[src/rtl/dlfpu_op_scheduler_if.sv]
// Bundle of request, FPU and response signals for dlfpu_op_scheduler.
// The slave modport is the scheduler's view; master is the environment
// (requesters, FPU core and response consumer) that surrounds it.
interface dlfpu_op_scheduler_if #(
  parameter int NUM_REQ = 4
);
  localparam int ID_W = $clog2(NUM_REQ);

  logic [NUM_REQ-1:0]    req_valid;
  logic [NUM_REQ-1:0]    req_ready;
  logic [4*NUM_REQ-1:0]  req_op;
  logic [32*NUM_REQ-1:0] req_a;
  logic [16*NUM_REQ-1:0] req_b;

  logic [3:0]            fpu_ena;
  logic [31:0]           fpu_a;
  logic [15:0]           fpu_b;
  logic [15:0]           fpu_result;
  logic [4:0]            fpu_exc;

  logic                  rsp_valid;
  logic                  rsp_ready;
  logic [ID_W-1:0]       rsp_id;
  logic [15:0]           rsp_result;
  logic [4:0]            rsp_exc;

  logic                  busy;

  modport master (
    output req_valid, req_op, req_a, req_b, fpu_result, fpu_exc, rsp_ready,
    input  req_ready, fpu_ena, fpu_a, fpu_b, rsp_valid, rsp_id, rsp_result,
           rsp_exc, busy
  );

  modport slave (
    input  req_valid, req_op, req_a, req_b, fpu_result, fpu_exc, rsp_ready,
    output req_ready, fpu_ena, fpu_a, fpu_b, rsp_valid, rsp_id, rsp_result,
           rsp_exc, busy
  );
endinterface

[src/rtl/dlfpu_op_scheduler.sv]
// Round-robin scheduler sharing one DL-FPU unit between NUM_REQ requesters.
// A granted request drives the FPU for FPU_LAT+1 cycles, the result and
// flags are captured on the last of them and held until the response is
// taken. Opcode 4'b0000 is answered directly with an invalid-op flag.
// Optional feature: define DLFPU_SCHED_PRIO_EN to give requester 0 strict
// priority, with round-robin among the remaining requesters.
module dlfpu_op_scheduler #(
  parameter int NUM_REQ = 4,
  parameter int FPU_LAT = 1
) (
  input  logic                 clk,
  input  logic                 rst_n,
  dlfpu_op_scheduler_if.slave  bus
);
  localparam int ID_W = $clog2(NUM_REQ);
  localparam logic [ID_W-1:0] LAST_ID = ID_W'(NUM_REQ - 1);

  typedef enum logic [1:0] {
    IDLE,
    EXEC,
    RESP
  } state_t;

  state_t          state_q, state_d;
  logic [ID_W-1:0] ptr_q, ptr_d;
  logic [2:0]      cnt_q, cnt_d;
  logic [3:0]      fpu_ena_q, fpu_ena_d;
  logic [31:0]     fpu_a_q, fpu_a_d;
  logic [15:0]     fpu_b_q, fpu_b_d;
  logic            rsp_valid_q, rsp_valid_d;
  logic [ID_W-1:0] rsp_id_q, rsp_id_d;
  logic [15:0]     rsp_result_q, rsp_result_d;
  logic [4:0]      rsp_exc_q, rsp_exc_d;
  logic            busy_q, busy_d;

  logic            grant_vld;
  logic [ID_W-1:0] grant_idx;
  logic [ID_W-1:0] cand;
  logic            cand_ok;
  logic [3:0]      grant_op;
  logic [31:0]     grant_a;
  logic [15:0]     grant_b;
  logic [NUM_REQ-1:0] req_ready;

  // Arbiter: first valid requester found after the pointer, wrapping around.
  always_comb begin
    grant_vld = 1'b0;
    grant_idx = '0;
    cand      = ptr_q;
    cand_ok   = 1'b0;
`ifdef DLFPU_SCHED_PRIO_EN
    if (bus.req_valid[0]) begin
      grant_vld = 1'b1;
      grant_idx = '0;
    end
`endif
    for (int k = 0; k < NUM_REQ; k++) begin
      cand    = (cand == LAST_ID) ? '0 : cand + 1'b1;
      cand_ok = bus.req_valid[cand];
`ifdef DLFPU_SCHED_PRIO_EN
      cand_ok = cand_ok && (cand != '0);
`endif
      if (!grant_vld && cand_ok) begin
        grant_vld = 1'b1;
        grant_idx = cand;
      end
    end
  end

  // Operand mux for the winning requester and the one-hot accept.
  always_comb begin
    grant_op  = bus.req_op[{grant_idx, 2'b00} +: 4];
    grant_a   = bus.req_a[{grant_idx, 5'b00000} +: 32];
    grant_b   = bus.req_b[{grant_idx, 4'b0000} +: 16];
    req_ready = '0;
    if ((state_q == IDLE) && grant_vld) begin
      req_ready[grant_idx] = 1'b1;
    end
  end

  // Next-state and registered-output computation for the sequencer.
  always_comb begin
    state_d      = state_q;
    ptr_d        = ptr_q;
    cnt_d        = cnt_q;
    fpu_ena_d    = fpu_ena_q;
    fpu_a_d      = fpu_a_q;
    fpu_b_d      = fpu_b_q;
    rsp_valid_d  = rsp_valid_q;
    rsp_id_d     = rsp_id_q;
    rsp_result_d = rsp_result_q;
    rsp_exc_d    = rsp_exc_q;
    case (state_q)
      IDLE: begin
        if (grant_vld) begin
          rsp_id_d = grant_idx;
`ifdef DLFPU_SCHED_PRIO_EN
          if (grant_idx != '0) begin
            ptr_d = grant_idx;
          end
`else
          ptr_d = grant_idx;
`endif
          if (grant_op == 4'b0000) begin
            state_d      = RESP;
            rsp_valid_d  = 1'b1;
            rsp_result_d = 16'h0000;
            rsp_exc_d    = 5'b00001;
          end else begin
            state_d   = EXEC;
            cnt_d     = 3'(FPU_LAT);
            fpu_ena_d = grant_op;
            fpu_a_d   = grant_a;
            fpu_b_d   = grant_b;
          end
        end
      end
      EXEC: begin
        if (cnt_q == 3'd0) begin
          state_d      = RESP;
          rsp_valid_d  = 1'b1;
          rsp_result_d = bus.fpu_result;
          rsp_exc_d    = bus.fpu_exc;
          fpu_ena_d    = 4'b0000;
          fpu_a_d      = '0;
          fpu_b_d      = '0;
        end else begin
          cnt_d = cnt_q - 3'd1;
        end
      end
      RESP: begin
        if (bus.rsp_ready) begin
          state_d     = IDLE;
          rsp_valid_d = 1'b0;
        end
      end
      default: begin
        state_d     = IDLE;
        rsp_valid_d = 1'b0;
        fpu_ena_d   = 4'b0000;
        fpu_a_d     = '0;
        fpu_b_d     = '0;
      end
    endcase
    busy_d = (state_d != IDLE);
  end

  // State register; an asynchronous reset drops any in-flight request.
  always_ff @(posedge clk or negedge rst_n) begin
    if (!rst_n) begin
      state_q      <= IDLE;
      ptr_q        <= LAST_ID;
      cnt_q        <= 3'd0;
      fpu_ena_q    <= 4'b0000;
      fpu_a_q      <= '0;
      fpu_b_q      <= '0;
      rsp_valid_q  <= 1'b0;
      rsp_id_q     <= '0;
      rsp_result_q <= '0;
      rsp_exc_q    <= '0;
      busy_q       <= 1'b0;
    end else begin
      state_q      <= state_d;
      ptr_q        <= ptr_d;
      cnt_q        <= cnt_d;
      fpu_ena_q    <= fpu_ena_d;
      fpu_a_q      <= fpu_a_d;
      fpu_b_q      <= fpu_b_d;
      rsp_valid_q  <= rsp_valid_d;
      rsp_id_q     <= rsp_id_d;
      rsp_result_q <= rsp_result_d;
      rsp_exc_q    <= rsp_exc_d;
      busy_q       <= busy_d;
    end
  end

  assign bus.req_ready  = req_ready;
  assign bus.fpu_ena    = fpu_ena_q;
  assign bus.fpu_a      = fpu_a_q;
  assign bus.fpu_b      = fpu_b_q;
  assign bus.rsp_valid  = rsp_valid_q;
  assign bus.rsp_id     = rsp_id_q;
  assign bus.rsp_result = rsp_result_q;
  assign bus.rsp_exc    = rsp_exc_q;
  assign bus.busy       = busy_q;

endmodule

[src/flat_wrapper.sv]
// flat-port wrapper written by rule: the top's interface ports become plain ports
module dlfpu_op_scheduler_flat 
#(
  parameter int NUM_REQ = 4,
  parameter int FPU_LAT = 1
)
  (clk, rst_n, bus_req_valid, bus_req_op, bus_req_a, bus_req_b, bus_fpu_result, bus_fpu_exc, bus_rsp_ready, bus_req_ready, bus_fpu_ena, bus_fpu_a, bus_fpu_b, bus_rsp_valid, bus_rsp_id, bus_rsp_result, bus_rsp_exc, bus_busy);
  dlfpu_op_scheduler_if #(.NUM_REQ(NUM_REQ)) bus_i ();
  input  logic clk;
  input  logic rst_n;
  input wire logic [$bits(bus_i.req_valid)-1:0] bus_req_valid;
  input wire logic [$bits(bus_i.req_op)-1:0] bus_req_op;
  input wire logic [$bits(bus_i.req_a)-1:0] bus_req_a;
  input wire logic [$bits(bus_i.req_b)-1:0] bus_req_b;
  input wire logic [$bits(bus_i.fpu_result)-1:0] bus_fpu_result;
  input wire logic [$bits(bus_i.fpu_exc)-1:0] bus_fpu_exc;
  input wire logic [$bits(bus_i.rsp_ready)-1:0] bus_rsp_ready;
  output wire logic [$bits(bus_i.req_ready)-1:0] bus_req_ready;
  output wire logic [$bits(bus_i.fpu_ena)-1:0] bus_fpu_ena;
  output wire logic [$bits(bus_i.fpu_a)-1:0] bus_fpu_a;
  output wire logic [$bits(bus_i.fpu_b)-1:0] bus_fpu_b;
  output wire logic [$bits(bus_i.rsp_valid)-1:0] bus_rsp_valid;
  output wire logic [$bits(bus_i.rsp_id)-1:0] bus_rsp_id;
  output wire logic [$bits(bus_i.rsp_result)-1:0] bus_rsp_result;
  output wire logic [$bits(bus_i.rsp_exc)-1:0] bus_rsp_exc;
  output wire logic [$bits(bus_i.busy)-1:0] bus_busy;
  assign bus_i.req_valid = bus_req_valid;
  assign bus_i.req_op = bus_req_op;
  assign bus_i.req_a = bus_req_a;
  assign bus_i.req_b = bus_req_b;
  assign bus_i.fpu_result = bus_fpu_result;
  assign bus_i.fpu_exc = bus_fpu_exc;
  assign bus_i.rsp_ready = bus_rsp_ready;
  assign bus_req_ready = bus_i.req_ready;
  assign bus_fpu_ena = bus_i.fpu_ena;
  assign bus_fpu_a = bus_i.fpu_a;
  assign bus_fpu_b = bus_i.fpu_b;
  assign bus_rsp_valid = bus_i.rsp_valid;
  assign bus_rsp_id = bus_i.rsp_id;
  assign bus_rsp_result = bus_i.rsp_result;
  assign bus_rsp_exc = bus_i.rsp_exc;
  assign bus_busy = bus_i.busy;
  dlfpu_op_scheduler #(.NUM_REQ(NUM_REQ), .FPU_LAT(FPU_LAT)) u_core (.clk(clk), .rst_n(rst_n), .bus(bus_i));
endmodule
[config.mk]
export PLATFORM = sky130hd
export DESIGN_NAME = dlfpu_op_scheduler_flat
export DESIGN_NICKNAME = d
export VERILOG_FILES = /design/src/rtl/dlfpu_op_scheduler_if.sv /design/src/rtl/dlfpu_op_scheduler.sv /design/src/flat_wrapper.sv
export SDC_FILE = /design/constraint.sdc
export NUM_CORES = 1
export LEC_CHECK = 0
export CELL_PAD_IN_SITES_DETAIL_PLACEMENT = 0
export CELL_PAD_IN_SITES_GLOBAL_PLACEMENT = 1
export CORE_ASPECT_RATIO = 1.5
export CORE_MARGIN = 3
export CORE_UTILIZATION = 28
export CTS_CLUSTER_SIZE = 40
export DETAILED_ROUTE_END_ITERATION = 7
export PLACE_DENSITY = 0.91
export SLEW_MARGIN = 10
export SYNTH_ARGS = -nofsm -noshare
export SYNTH_HDL_FRONTEND = slang
export SYNTH_SLANG_ARGS = --single-unit
[constraint.sdc]
create_clock -name clk -period 3.39 [get_ports clk]
set_input_delay 0.678 -clock clk [delete_from_list [all_inputs] [get_ports clk]]
set_output_delay 0.678 -clock clk [all_outputs]
set_load 0.1 [all_outputs]
Yosys cells after proc, flatten, opt, wreduce, memory -nomap -nowiden
Index checks and enable logic that the tools add are counted.
Widths: inputs -> output; s select.
Storage, ports and cells
  register bits: 84
  logic and storage cells: 113
Operators by class
  bitwise logic cells: 1
  add/subtract/negate cells: 5
  shift-type cells: 3
  muxes and demuxes: 57
  order comparisons: 6
  reduce and logical (&&, ||, !) cells: 18
  equal/unequal tests: 12
Operators by type and width (count)
  $shiftx 128x8->32: 1
  $mux 16: 6
  $mux 32: 3
  $pmux 32 s3: 1
  $shiftx 64x7->16: 1
  $pmux 16 s3: 1
  $pmux 16 s2: 1
  $mux 2: 12
  $mux 4: 4
  $reduce_and 4->1: 4
  $shiftx 16x5->4: 1
  $lt 2x3->1 const B: 5
  $mux 5: 3
  $mux 1: 13
  $pmux 4 s3: 1
  $eq 2x2->1 const B: 5
  $pmux 5 s2: 1
  $mux 3: 3
  $add 2x1->2 const B: 4
  $bmux 1 s2: 4
  $ne 2x2->1 const B: 4
  $pmux 2 s3: 1
  $pmux 3 s2: 1
  $logic_and 1x1->1: 5
  other kinds (13): 17

Logic depth before layout (Yosys ltp)
Gate-level depths: netlist (run 1).
  depth after elaboration: 20
  depth in mapped cells: 12

Worst setup path after synthesis (run 1)
Ideal clock, no wire load.
  path type: reg2out
  start point: register u_core.ptr_q[0]
  end point: output port bus_req_ready[0]
  stages on the path, launching flop included: 10
  data required time: 2.712 ns
  slack: -1.360 ns
  buffers on the path: 4
  arrival: 4.072 ns
  path through: dfstp_2 -> ha_1 -> o21ai_1 -> a21boi_2 -> buf_2 -> nor3_1 -> clkbuf_1 -> buf_2 -> buf_2 -> nor3_1
On the way
  longest elaborated chain between the ends: 19
  elaborated cells between the ends (all ways): 41
  those cells by class: add/sub (4); order compare (2); eq/ne (4); mux (23); reduce/logical (8)
Ends and longest elaborated chain
  start: declaration: RTL line dlfpu_op_scheduler.sv:25  | logic [ID_W-1:0] ptr_q, ptr_d;
  start signal: assignment: RTL line dlfpu_op_scheduler.sv:164  | ptr_q <= ptr_d;
  $add 2x1->2 / $eq 2x2->1 (equally long branches): RTL line dlfpu_op_scheduler.sv:58  | cand = (cand == LAST_ID) ? '0 : cand + 1'b1;
  $mux 2 *: RTL line dlfpu_op_scheduler.sv:58
  branches (longest 16 deep; another with $lt 2x3->1)
  $mux 4 *: RTL line dlfpu_op_scheduler.sv:76  | if ((state_q == IDLE) && grant_vld) begin
  end: declaration: RTL line flat_wrapper.sv:18  | output wire logic [$bits(bus_i.req_ready)-1:0] bus_req_ready;
Every way passes the cells marked *. The select of a mux whose other input is x is not followed.

Worst setup path in the final report (run 1)
  start point: input port bus_req_valid[1]
  end point: output port bus_req_ready[2]
On the way
  longest elaborated chain between the ends: 17
  elaborated cells between the ends (all ways): 29
  those cells by class: order compare (2); mux (19); reduce/logical (8)
Ends and longest elaborated chain
  start: declaration: RTL line flat_wrapper.sv:11  | input wire logic [$bits(bus_i.req_valid)-1:0] bus_req_valid;
  $bmux 1 s2: RTL line dlfpu_op_scheduler.sv:59  | cand_ok = bus.req_valid[cand];
  $mux 1 (implied by the code): RTL line dlfpu_op_scheduler.sv:59
  $mux 1: RTL line dlfpu_op_scheduler.sv:63  | if (!grant_vld && cand_ok) begin
  $logic_not 1->1: RTL line dlfpu_op_scheduler.sv:63
  $logic_and 1x1->1: RTL line dlfpu_op_scheduler.sv:63
  $mux 1: RTL line dlfpu_op_scheduler.sv:63
  $logic_not 1->1: RTL line dlfpu_op_scheduler.sv:63
  $logic_and 1x1->1: RTL line dlfpu_op_scheduler.sv:63
  $mux 1: RTL line dlfpu_op_scheduler.sv:63
  $logic_not 1->1: RTL line dlfpu_op_scheduler.sv:63
  $logic_and 1x1->1: RTL line dlfpu_op_scheduler.sv:63
  $mux 2: RTL line dlfpu_op_scheduler.sv:63
  $lt 2x3->1 (implied by the code) / $ge 2x1->1 (equally long branches): RTL line dlfpu_op_scheduler.sv:77  | req_ready[grant_idx] = 1'b1;
  $logic_and 1x1->1 (implied by the code): RTL line dlfpu_op_scheduler.sv:77
  $mux 1 (implied by the code): RTL line dlfpu_op_scheduler.sv:77
  $demux 1 s2
  $mux 4 *: RTL line dlfpu_op_scheduler.sv:76
Mark *: on every way between the ends. The rest lies on a longest branch, timed or not. The select of a mux whose other input is x is not followed.

==> run summary, run 1 <==
Status: finished, final reports clean
Least-Margin Pin Slew: 1.01 ns
Placement Rows: 64
CP Class: in -> out
Depth of the CTS H-tree: 3
RSZ-0062 raised after global routing: false
Reg area: 0.00211 mm2
Int Power: 4.73 mW
Critical path endpoint category: primary output
Synth Instances: 654
Switch share: 0.586
Max-Cap Viols: 0
Asr flop ratio synth: 1.00
Hold slack: 0.385 ns
Sink Count: 84
Crit-path slowest cell: a21oi_2
Pins Over Slew Limit: 0
Vias: 6051
Global-route wire length before repair: 32300 um
Dpl hpwl: 16200 um
Area fraction of the dominant cell type after synthesis: 0.351
Synthesized Nets: 893
Leading area contributor after synthesis: dfrtp_1
Total I/O pin count: 317
Clk slew on worst S/H paths: 0.06 ns
CTS Buffer Depth: 2
Initial DRC count: 205
First-pass DRT Iterations: 6
Largest net degree at the start of global routing: 53
Die ar.: 0.0227 mm2
Buf/Inv on CP: 3
Predominant post-synthesis flop cell: dfrtp_1
Routed wire length: 20600 um
CTS tree: yes
DRC viols: 0
Arr. time, crit path: 2.55 ns
WL/cell: 16.8 um
Share of layout cells above drive strength 1: 0.174
Final Hold Viols: 0
PD cells: 1190 mW/mm2
I/O Buffers: 316
Post-placement cell count: 1209
GPL Wtd Cong: 0.802
Finished Layout Cells: 1225
Later-pin clock latency in the skew report: 0.33 ns
Die H: 183 um
Top-count cell post-synth: nand2_1
CP required: 2.71 ns
Area of the multi-input gates: 0.00333 mm2
Combinational Power Share: 0.759
Total gr overflow: 0
Avg Cell Area, Syn: 8.95 um2
Commonest cells in the netlist: nand2_1, mux2i_1, dfrtp_1
Crit-path max FO: 13
Leakage power: 4.24 nW
CP cell instances: clkdlybuf4s50_1, nand2b_1, a21oi_2, buf_4, a211o_1, and3_2, buf_12
Synth-to-layout area growth: 64.0%
Clk pwr share: 0.079
Sequential share of power: 0.162
Psw: 6.70 mW
Yosys reg bits: 84
CORE AREA: 0.0205 mm2
Mapped Area: 0.00585 mm2
Period minus WS final: 3.23 ns
Antenna Cells: 0
Total track usage: 0.177
Final setup violation count: 0
Setup Buffers After CTS: 0
Total CTS buffers: 9
Fillcell total: 1990
Crit path max-delay family: buffers and inverters
Worst slew margin: 0.328
Vias in the first global route: 6400
Sequential area share after synthesis: 0.359
Final worst path period share: 0.952
Peak VDD IR: 0.000738 V
Hold crit path type: in -> async
Nets: 1195
CP max stage delay: 0.48 ns
Post-synth EDFFs: 0
Final core area utilization: 0.468
Vias per std cell: 4.94
Peak Freq: 310 MHz
Detail Route Antenna Nets: 0
Synth area leaders: dfrtp_1, mux2i_1, nand2_1, o311ai_2, nand4_1
Yosys cell types: 41
Layout Skew: 0.00774 ns
Synth warnings: 0
Initial Utilization: 0.286
Tot Pwr: 11.4 mW
Setup crit start kind: input port
Root Buffer: clkbuf_16
Initial antenna violation count: 0
Die width: 124 um
final cells by class:
type                            count  area share
Clock buffer                       12      0.0257
Sequential cell                    84       0.219
Inverter                           53      0.0207
Clock inverter                      4     0.00261
Multi-Input combinational cell    457       0.347
Tap cell                          264      0.0344
Timing Repair Buffer              351       0.351
power by group through the flow:
stage	combinational (mW)	sequential, mW	clock [mW]
after detailed placement	8.76	1.85	0
after CTS	8.75	1.86	0.941
after global routing	9.21	1.93	0.972
after global placement	8.64	1.85	0
after floorplan	3.67	4.66	0
final	8.67	1.85	0.907
state kept, by name, indices dropped and copies added, names as in the netlist:
register               cells
u_core.bus.fpu_a          32
u_core.bus.fpu_b          16
u_core.bus.rsp_result     16
u_core.bus.rsp_exc         5
u_core.bus.fpu_ena         4
u_core.cnt_q               3
u_core.bus.rsp_id          2
u_core.ptr_q               2
u_core.state_q             2
u_core.bus.busy            1
u_core.bus.rsp_valid       1
per-stage QoR:
step	setup slack (ns)	TNS, ns	cell area (um2)
6_report	0.163	0	9600
5_1_grt	0.0522	0	9600
4_1_cts	0.0835	0	9590
3_5_place_dp	-0.0149	-0.0149	9320
3_3_place_gp	0.126	0	9320
2_1_floorplan	-0.0961	-0.0961	5890
metal layers:
metal / vias to the layer above / share of wire / GRT usage
met4: 0 / 0.019 / 0.0474
met5: - / 0 / 0
met1: 2882 / 0.37 / 0.197
met3: 19 / 0.058 / 0.0293
li1: 2944 / - / -
met2: 206 / 0.55 / 0.339
placed cells by master, fill, tap and decap left out, types with 2 or more instances in the layout:
cell type | Yosys | routed
clkbuf_16 | 0 | 9
o221ai_1 | 4 | 4
and2_2 | 0 | 2
o311ai_2 | 25 | 25
o21ai_0 | 5 | 5
a22o_1 | 20 | 20
o32ai_1 | 4 | 4
nand2b_1 | 10 | 10
clkinv_2 | 0 | 2
buf_12 | 0 | 9
nor3_4 | 0 | 3
nand2_1 | 162 | 162
dfrtp_1 | 82 | 81
clkdlybuf4s50_1 | 0 | 247
or2_2 | 1 | 2
o31a_1 | 8 | 8
clkbuf_1 | 36 | 2
a21oi_2 | 2 | 2
clkinvlp_4 | 0 | 2
a21o_1 | 2 | 2
o311ai_1 | 23 | 23
buf_4 | 1 | 95
nor2b_1 | 3 | 2
a21oi_1 | 5 | 5
o32ai_2 | 4 | 4
nor2_1 | 8 | 7
nor3_1 | 9 | 5
mux2i_1 | 96 | 96
nand4_1 | 48 | 48
dfstp_2 | 2 | 2
a211o_1 | 2 | 2
inv_1 | 53 | 53
ha_1 | 3 | 3
final timing paths:
path,start,to,slack (ns),cells past startpoint
worst min-delay path,rst_n,u_core.bus.fpu_a[26]$_DFFE_PN0P_,0.38,1
worst max register to register,u_core.ptr_q[0]$_DFFE_PN1P_,u_core.bus.fpu_b[7]$_DFFE_PN0P_,0.42,9
min in group clk,u_core.bus.rsp_id[1]$_DFFE_PN0P_,u_core.bus.rsp_id[1]$_DFFE_PN0P_,0.48,2
max in group asynchronous,rst_n,u_core.bus.fpu_a[5]$_DFFE_PN0P_,2.30,2
worst max-delay path,bus_req_valid[1],bus_req_ready[2],0.16,7
worst min register to register,u_core.bus.rsp_id[1]$_DFFE_PN0P_,u_core.bus.rsp_id[1]$_DFFE_PN0P_,0.48,2
repair_timing:
action,CTS,global route
hold buffers,0,0
gates resized for setup,0,1
hold endpoints to repair,0,0
setup endpoints to repair,0,3
cell families (layout without fill, tap and decap cells):
| logic type | Yosys count | in the layout | share of synthesized area |
|---|---|---|---|
| buffers and inverters | 113 | 420 | 0.0829 |
| DFF | 84 | 84 | 0.359 |
| AOI/OAI and AO/OA | 110 | 110 | 0.195 |
| adders and majority gates | 3 | 3 | 0.00641 |
| and+or+nand+nor | 248 | 248 | 0.192 |
| muxes | 96 | 96 | 0.164 |
No activity file was read; power rests on OpenSTA's default activity.
==> inputs of run 2 (changes only) <==
--- a/config.mk
+++ b/config.mk
@@ -5,10 +5,11 @@
 export SDC_FILE = /design/constraint.sdc
 export NUM_CORES = 1
 export LEC_CHECK = 0
+export CAP_MARGIN = 20
 export CELL_PAD_IN_SITES_DETAIL_PLACEMENT = 0
 export CELL_PAD_IN_SITES_GLOBAL_PLACEMENT = 1
 export CORE_ASPECT_RATIO = 1.5
-export CORE_MARGIN = 3
+export CORE_MARGIN = 2
 export CORE_UTILIZATION = 28
 export CTS_CLUSTER_SIZE = 40
 export DETAILED_ROUTE_END_ITERATION = 7
==> run 2 against run 1 <==
Effect of this change: via count increased by 0.93%; critical path depth decreased by 1; combinational power about the same; flip-flop and latch count unchanged; clock skew increased by 0.0038 ns; largest power group unchanged; highest routed layer unchanged.
==> run summary, run 2 (same netlist as run 1, synthesis figures left out) <==
Arr. time, crit path: 2.51 ns (was 2.55 ns)
Global-route wire length before repair: 32900 um (was 32300 um)
Crit-path max FO: 13 (unchanged)
Total I/O pin count: 317 (unchanged)
Root Buffer: clkbuf_16 (unchanged)
RSZ-0062 raised after global routing: false (unchanged)
Post-placement cell count: 1208 (was 1209)
Die width: 122 um (was 124 um)
Share of layout cells above drive strength 1: 0.178 (was 0.174)
Vias per std cell: 4.99 (was 4.94)
Vias: 6107 (was 6051)
Detail Route Antenna Nets: 0 (unchanged)
Setup_tns: 0 ns (unchanged)
Leakage power: 4.26 nW (was 4.24 nW)
Synth-to-layout area growth: 64.7% (was 64.0%)
I/O Buffers: 316 (unchanged)
Sink Count: 84 (unchanged)
Depth of the CTS H-tree: 3 (unchanged)
Final core area utilization: 0.470 (was 0.468)
Cts hold-fix bufs: 0 (unchanged)
WL/cell: 17.4 um (was 16.8 um)
Worst slew margin: 0.344 (was 0.328)
Final Hold Viols: 0 (unchanged)
Setup crit start kind: input port (unchanged)
Largest net degree at the start of global routing: 50 (was 53)
Most common cell after layout, fill and taps aside: clkdlybuf4s50_1 (unchanged)
DP Worst Slack: -0.0772 ns (was -0.0149 ns)
Final setup violation count: 0 (unchanged)
GPL Wtd Cong: 0.826 (was 0.802)
Dpl hpwl: 16400 um (was 16200 um)
Placement Rows: 64 (unchanged)
Initial Utilization: 0.286 (unchanged)
Most frequent cells in the layout: clkdlybuf4s50_1, nand2_1, mux2i_1 (unchanged)
Least-Margin Pin Slew: 0.981 ns (was 1.01 ns)
Peak VDD IR: 0.000453 V (was 0.000738 V)
Routed wire length: 21200 um (was 20600 um)
CORE AREA: 0.0205 mm2 (unchanged)
Later-pin clock latency in the skew report: 0.34 ns (was 0.33 ns)
Finished Layout Cells: 1224 (was 1225)
Largest register FFs: 32 (unchanged)
Initial DRC count: 318 (was 205)
Die H: 181 um (was 183 um)
Hold crit path type: in -> async (unchanged)
Initial antenna violation count: 0 (unchanged)
PD cells: 1200 mW/mm2 (was 1190 mW/mm2)
Antenna Cells: 0 (unchanged)
Total track usage: 0.188 (was 0.177)
PnR worst setup slack: 0.203 ns (was 0.163 ns)
Layout Skew: 0.0116 ns (was 0.00774 ns)
Critical path endpoint category: primary output (unchanged)
Total gr overflow: 0 (unchanged)
Final worst path period share: 0.940 (was 0.952)
Vias in the first global route: 6213 (was 6400)
Pins Over Slew Limit: 0 (unchanged)
Post-Layout Inst Area: 0.00964 mm2 (was 0.00960 mm2)
CP required: 2.71 ns (about the same)
Total CTS buffers: 9 (unchanged)
Clk slew on worst S/H paths: 0.07 ns (was 0.06 ns)
CP Class: in -> out (unchanged)
First-pass DRT Iterations: 5 (was 6)
Fillcell total: 1982 (was 1990)
DRC viols: 0 (unchanged)
Peak Freq: 314 MHz (was 310 MHz)
Tot Pwr: 11.5 mW (was 11.4 mW)
Period minus WS final: 3.19 ns (was 3.23 ns)
CTS Buffer Depth: 2 (unchanged)
Nets: 1194 (was 1195)
Max-Cap Viols: 0 (unchanged)
Status: finished, final reports clean (unchanged)
DP Area: 0.00934 mm2 (was 0.00932 mm2)
Die ar.: 0.0221 mm2 (was 0.0227 mm2)
Hold slack: 0.304 ns (was 0.385 ns)
CTS tree: yes (unchanged)
-- run 2: path summary, 6_finish.rpt --
kind / start / to / slack [ns] / cells past startpoint
max in group asynchronous: rst_n / u_core.bus.fpu_a[20]$_DFFE_PN0P_ / 2.42 / 2
worst max register to register: u_core.ptr_q[0]$_DFFE_PN1P_ / u_core.bus.fpu_a[3]$_DFFE_PN0P_ / 0.39 / 9
worst max-delay path: bus_req_valid[0] / bus_req_ready[0] / 0.20 / 6
worst min register to register: u_core.bus.rsp_valid$_DFFE_PN0P_ / u_core.bus.rsp_valid$_DFFE_PN0P_ / 0.48 / 2
worst min-delay path: rst_n / u_core.bus.rsp_id[0]$_DFFE_PN0P_ / 0.30 / 1
min in group clk: u_core.bus.rsp_valid$_DFFE_PN0P_ / u_core.bus.rsp_valid$_DFFE_PN0P_ / 0.48 / 2
-- run 2: timing repair --
item / CTS / global route
endpoints found under the setup margin: 0 / 4
gates resized for setup: 0 / 2
buffers inserted: 0 / 0
hold endpoints to repair: 0 / 0
-- run 2: critical path: stages --
cell,delay (ns)
clkdlybuf4s50_1,0.54
o21ai_2,0.10
a21oi_2,0.52
nor3_2,0.21
nor3_4,0.25
buf_12,0.20
-- run 2: cell type report --
type | count | area, um2 | share of cell area
Clock inverter | 6 | 53.8 | 0.00558
Tap cell | 264 | 330 | 0.0343
Inverter | 53 | 199 | 0.0206
Timing Repair Buffer | 350 | 3380 | 0.350
Sequential cell | 84 | 2110 | 0.218
Clock buffer | 10 | 239 | 0.0248
Multi-Input combinational cell | 457 | 3330 | 0.346
-- run 2: power by group --
| group | total [mW] | internal, mW | switching (mW) |
|---|---|---|---|
| clock network | 0.994 | 0.532 | 0.462 |
| registers | 1.89 | 1.49 | 0.402 |
| logic | 8.66 | 2.72 | 5.94 |
| total | 11.5 | 4.74 | 6.80 |
-- run 2: metal layers --
metal  global-route usage  wire (um)  up-vias
li1                     -          -     2942
met1                0.222       8190     2903
met2                0.333      11200      225
met3               0.0325       1240       37
met4               0.0713        642        0
met5                    0          0        -
==> variant, RTL diff (settings of run 2) <==
The option `DLFPU_SCHED_PRIO_EN` is turned on by a define.
--- a/src/rtl/dlfpu_op_scheduler.sv
+++ b/src/rtl/dlfpu_op_scheduler.sv
@@ -4,6 +4,8 @@
 // taken. Opcode 4'b0000 is answered directly with an invalid-op flag.
 // Optional feature: define DLFPU_SCHED_PRIO_EN to give requester 0 strict
 // priority, with round-robin among the remaining requesters.
+`define DLFPU_SCHED_PRIO_EN
+
 module dlfpu_op_scheduler #(
   parameter int NUM_REQ = 4,
   parameter int FPU_LAT = 1
Behaviour: not the same (Yosys sat finds a counterexample within 4 cycles, from zero or initial values and one cycle with rst_n low).
==> variant against run 2 <==
Sequential cell count unchanged; the run now ends with negative setup slack left; synthesized area decreased by 8.8%; fmax down 17%; largest cell class unchanged; utilization grew 8.1 points; routed wire length grew 13%; critical endpoint unchanged; design area grew 6.6%; worst setup slack worse by 630 ps.
Power is not shown: default switching activity piles up to over one toggle a cycle in this logic, so the estimate is an artifact.
==> variant: results (changes against run 2) <==
RePlAce Congestion=0.806 (-2.4%); final setup margin=-430 ps (-633 ps); register area share after synthesis=39.4% (+3.5 points); proportion of synthesized area in mux cells=2.81% (-14 points); failing checks=negative setup slack; GRT Util Overall=22.4% (+3.6 points); Worst-Margin Slew=985 ps (+4.04 ps); Via-to-Cell Ratio=5.13 (+2.9%); Post-Route Skew=12.2 ps (+0.636 ps); synth top area cells=dfrtp_1, nand2_1, a211oi_1; number of global-route vias before repair=6248 (+0.56%); antenna cells=0 (unchanged); Synthesized Nets=850 (-4.8%); CTS buffer count=9 (unchanged); crit-path max cell delay=590 ps (+50 ps); Worst Path Arrival=3140 ps (+630 ps); Syn. warnings=0 (unchanged); first-pass GRT wire length=35000 um (+6.2%); Main synth FF type=dfrtp_1; outcome=finished with violations; CP delay by family, top=compound AO/OA/AOI/OAI gates; Synth cell types=37 (-9.8%); first drt pass iteration count=4 (-1); CP max stage cell=dfstp_2; crit-path max FO=7 (-6); Synth Area in Compound Gates=28.3% (+8.8 points); share of cells above drive strength 1=24.2% (+6.4 points); nets=1203 (+0.75%); initial drt markers=291 (-8.5%); Synth top cells by count=nand2_1, dfrtp_1, and3_1; HP Class=in -> async; syn_area_per_cell=8.78 um2 (-1.9%); Post-Synth Adder-Cell Area=1.41% (+0.77 points); Detailed Place HPWL=15800 um (-3.5%); overall routed net length=24000 um (+13%); # setup viols final=83 (+83); FILL cells=1732 (-13%); largest net degree at the start of global routing=85 (+70%)
variant: path summary, 6_finish.rpt:
path                                       from               endpoint  slack (ps)  cells after the start
hold / removal                            rst_n   u_core.bus.fpu_a[16]         360                      2
min in group clk           u_core.bus.rsp_id[1]   u_core.bus.rsp_id[1]         490                      2
setup / recovery                u_core.ptr_q[0]       bus_req_ready[0]        -430                     12
setup reg to reg                u_core.ptr_q[0]  u_core.bus.fpu_ena[2]        -410                     16
hold reg to reg            u_core.bus.rsp_id[1]   u_core.bus.rsp_id[1]         490                      2
max in group asynchronous                 rst_n   u_core.bus.fpu_b[12]        2640                      2
variant: stage by stage:
step	hold slack, ps	std cells	setup slack, ps	setup TNS (ps)	area (um2)
3_5_place_dp	476	1158	-983	-75610	9000
2_1_floorplan	382	608	-449	-23270	5590
4_1_cts	392	1203	-423	-30330	9850
3_3_place_gp	459	1158	-924	-69920	9000
5_1_grt	403	1218	-560	-42760	10300
6_report	359	1218	-430	-31510	10300
variant: per-layer routing:
layer | wire length, um | share of wire, % | track usage, %
met4 | 584 | 2.4 | 6.57
met5 | 0 | 0 | 0
met1 | 8990 | 37 | 26.1
met3 | 1480 | 6.1 | 4.31
met2 | 13000 | 54 | 40.6
variant: layout make-up:
class                   instances  area, um2  share of cell area, %
inverters                       7       28.8                  0.280
well taps                     252        315                   3.07
repair buffers                403       4170                   40.6
flip-flops and latches         84       2100                   20.5
multi-input cells             456       3380                   32.9
clock buffers                  10        229                   2.23
clock inverters                 6       50.0                  0.487
variant: timing repair:
action / 4_1_cts / 5_1_grt
buffers inserted: 18 / 9
setup endpoints to repair: 83 / 84
gates resized for setup: 47 / 38
cloned: 11 / 6
endpoints found under the hold margin: 0 / 0
pin swaps: 16 / 15
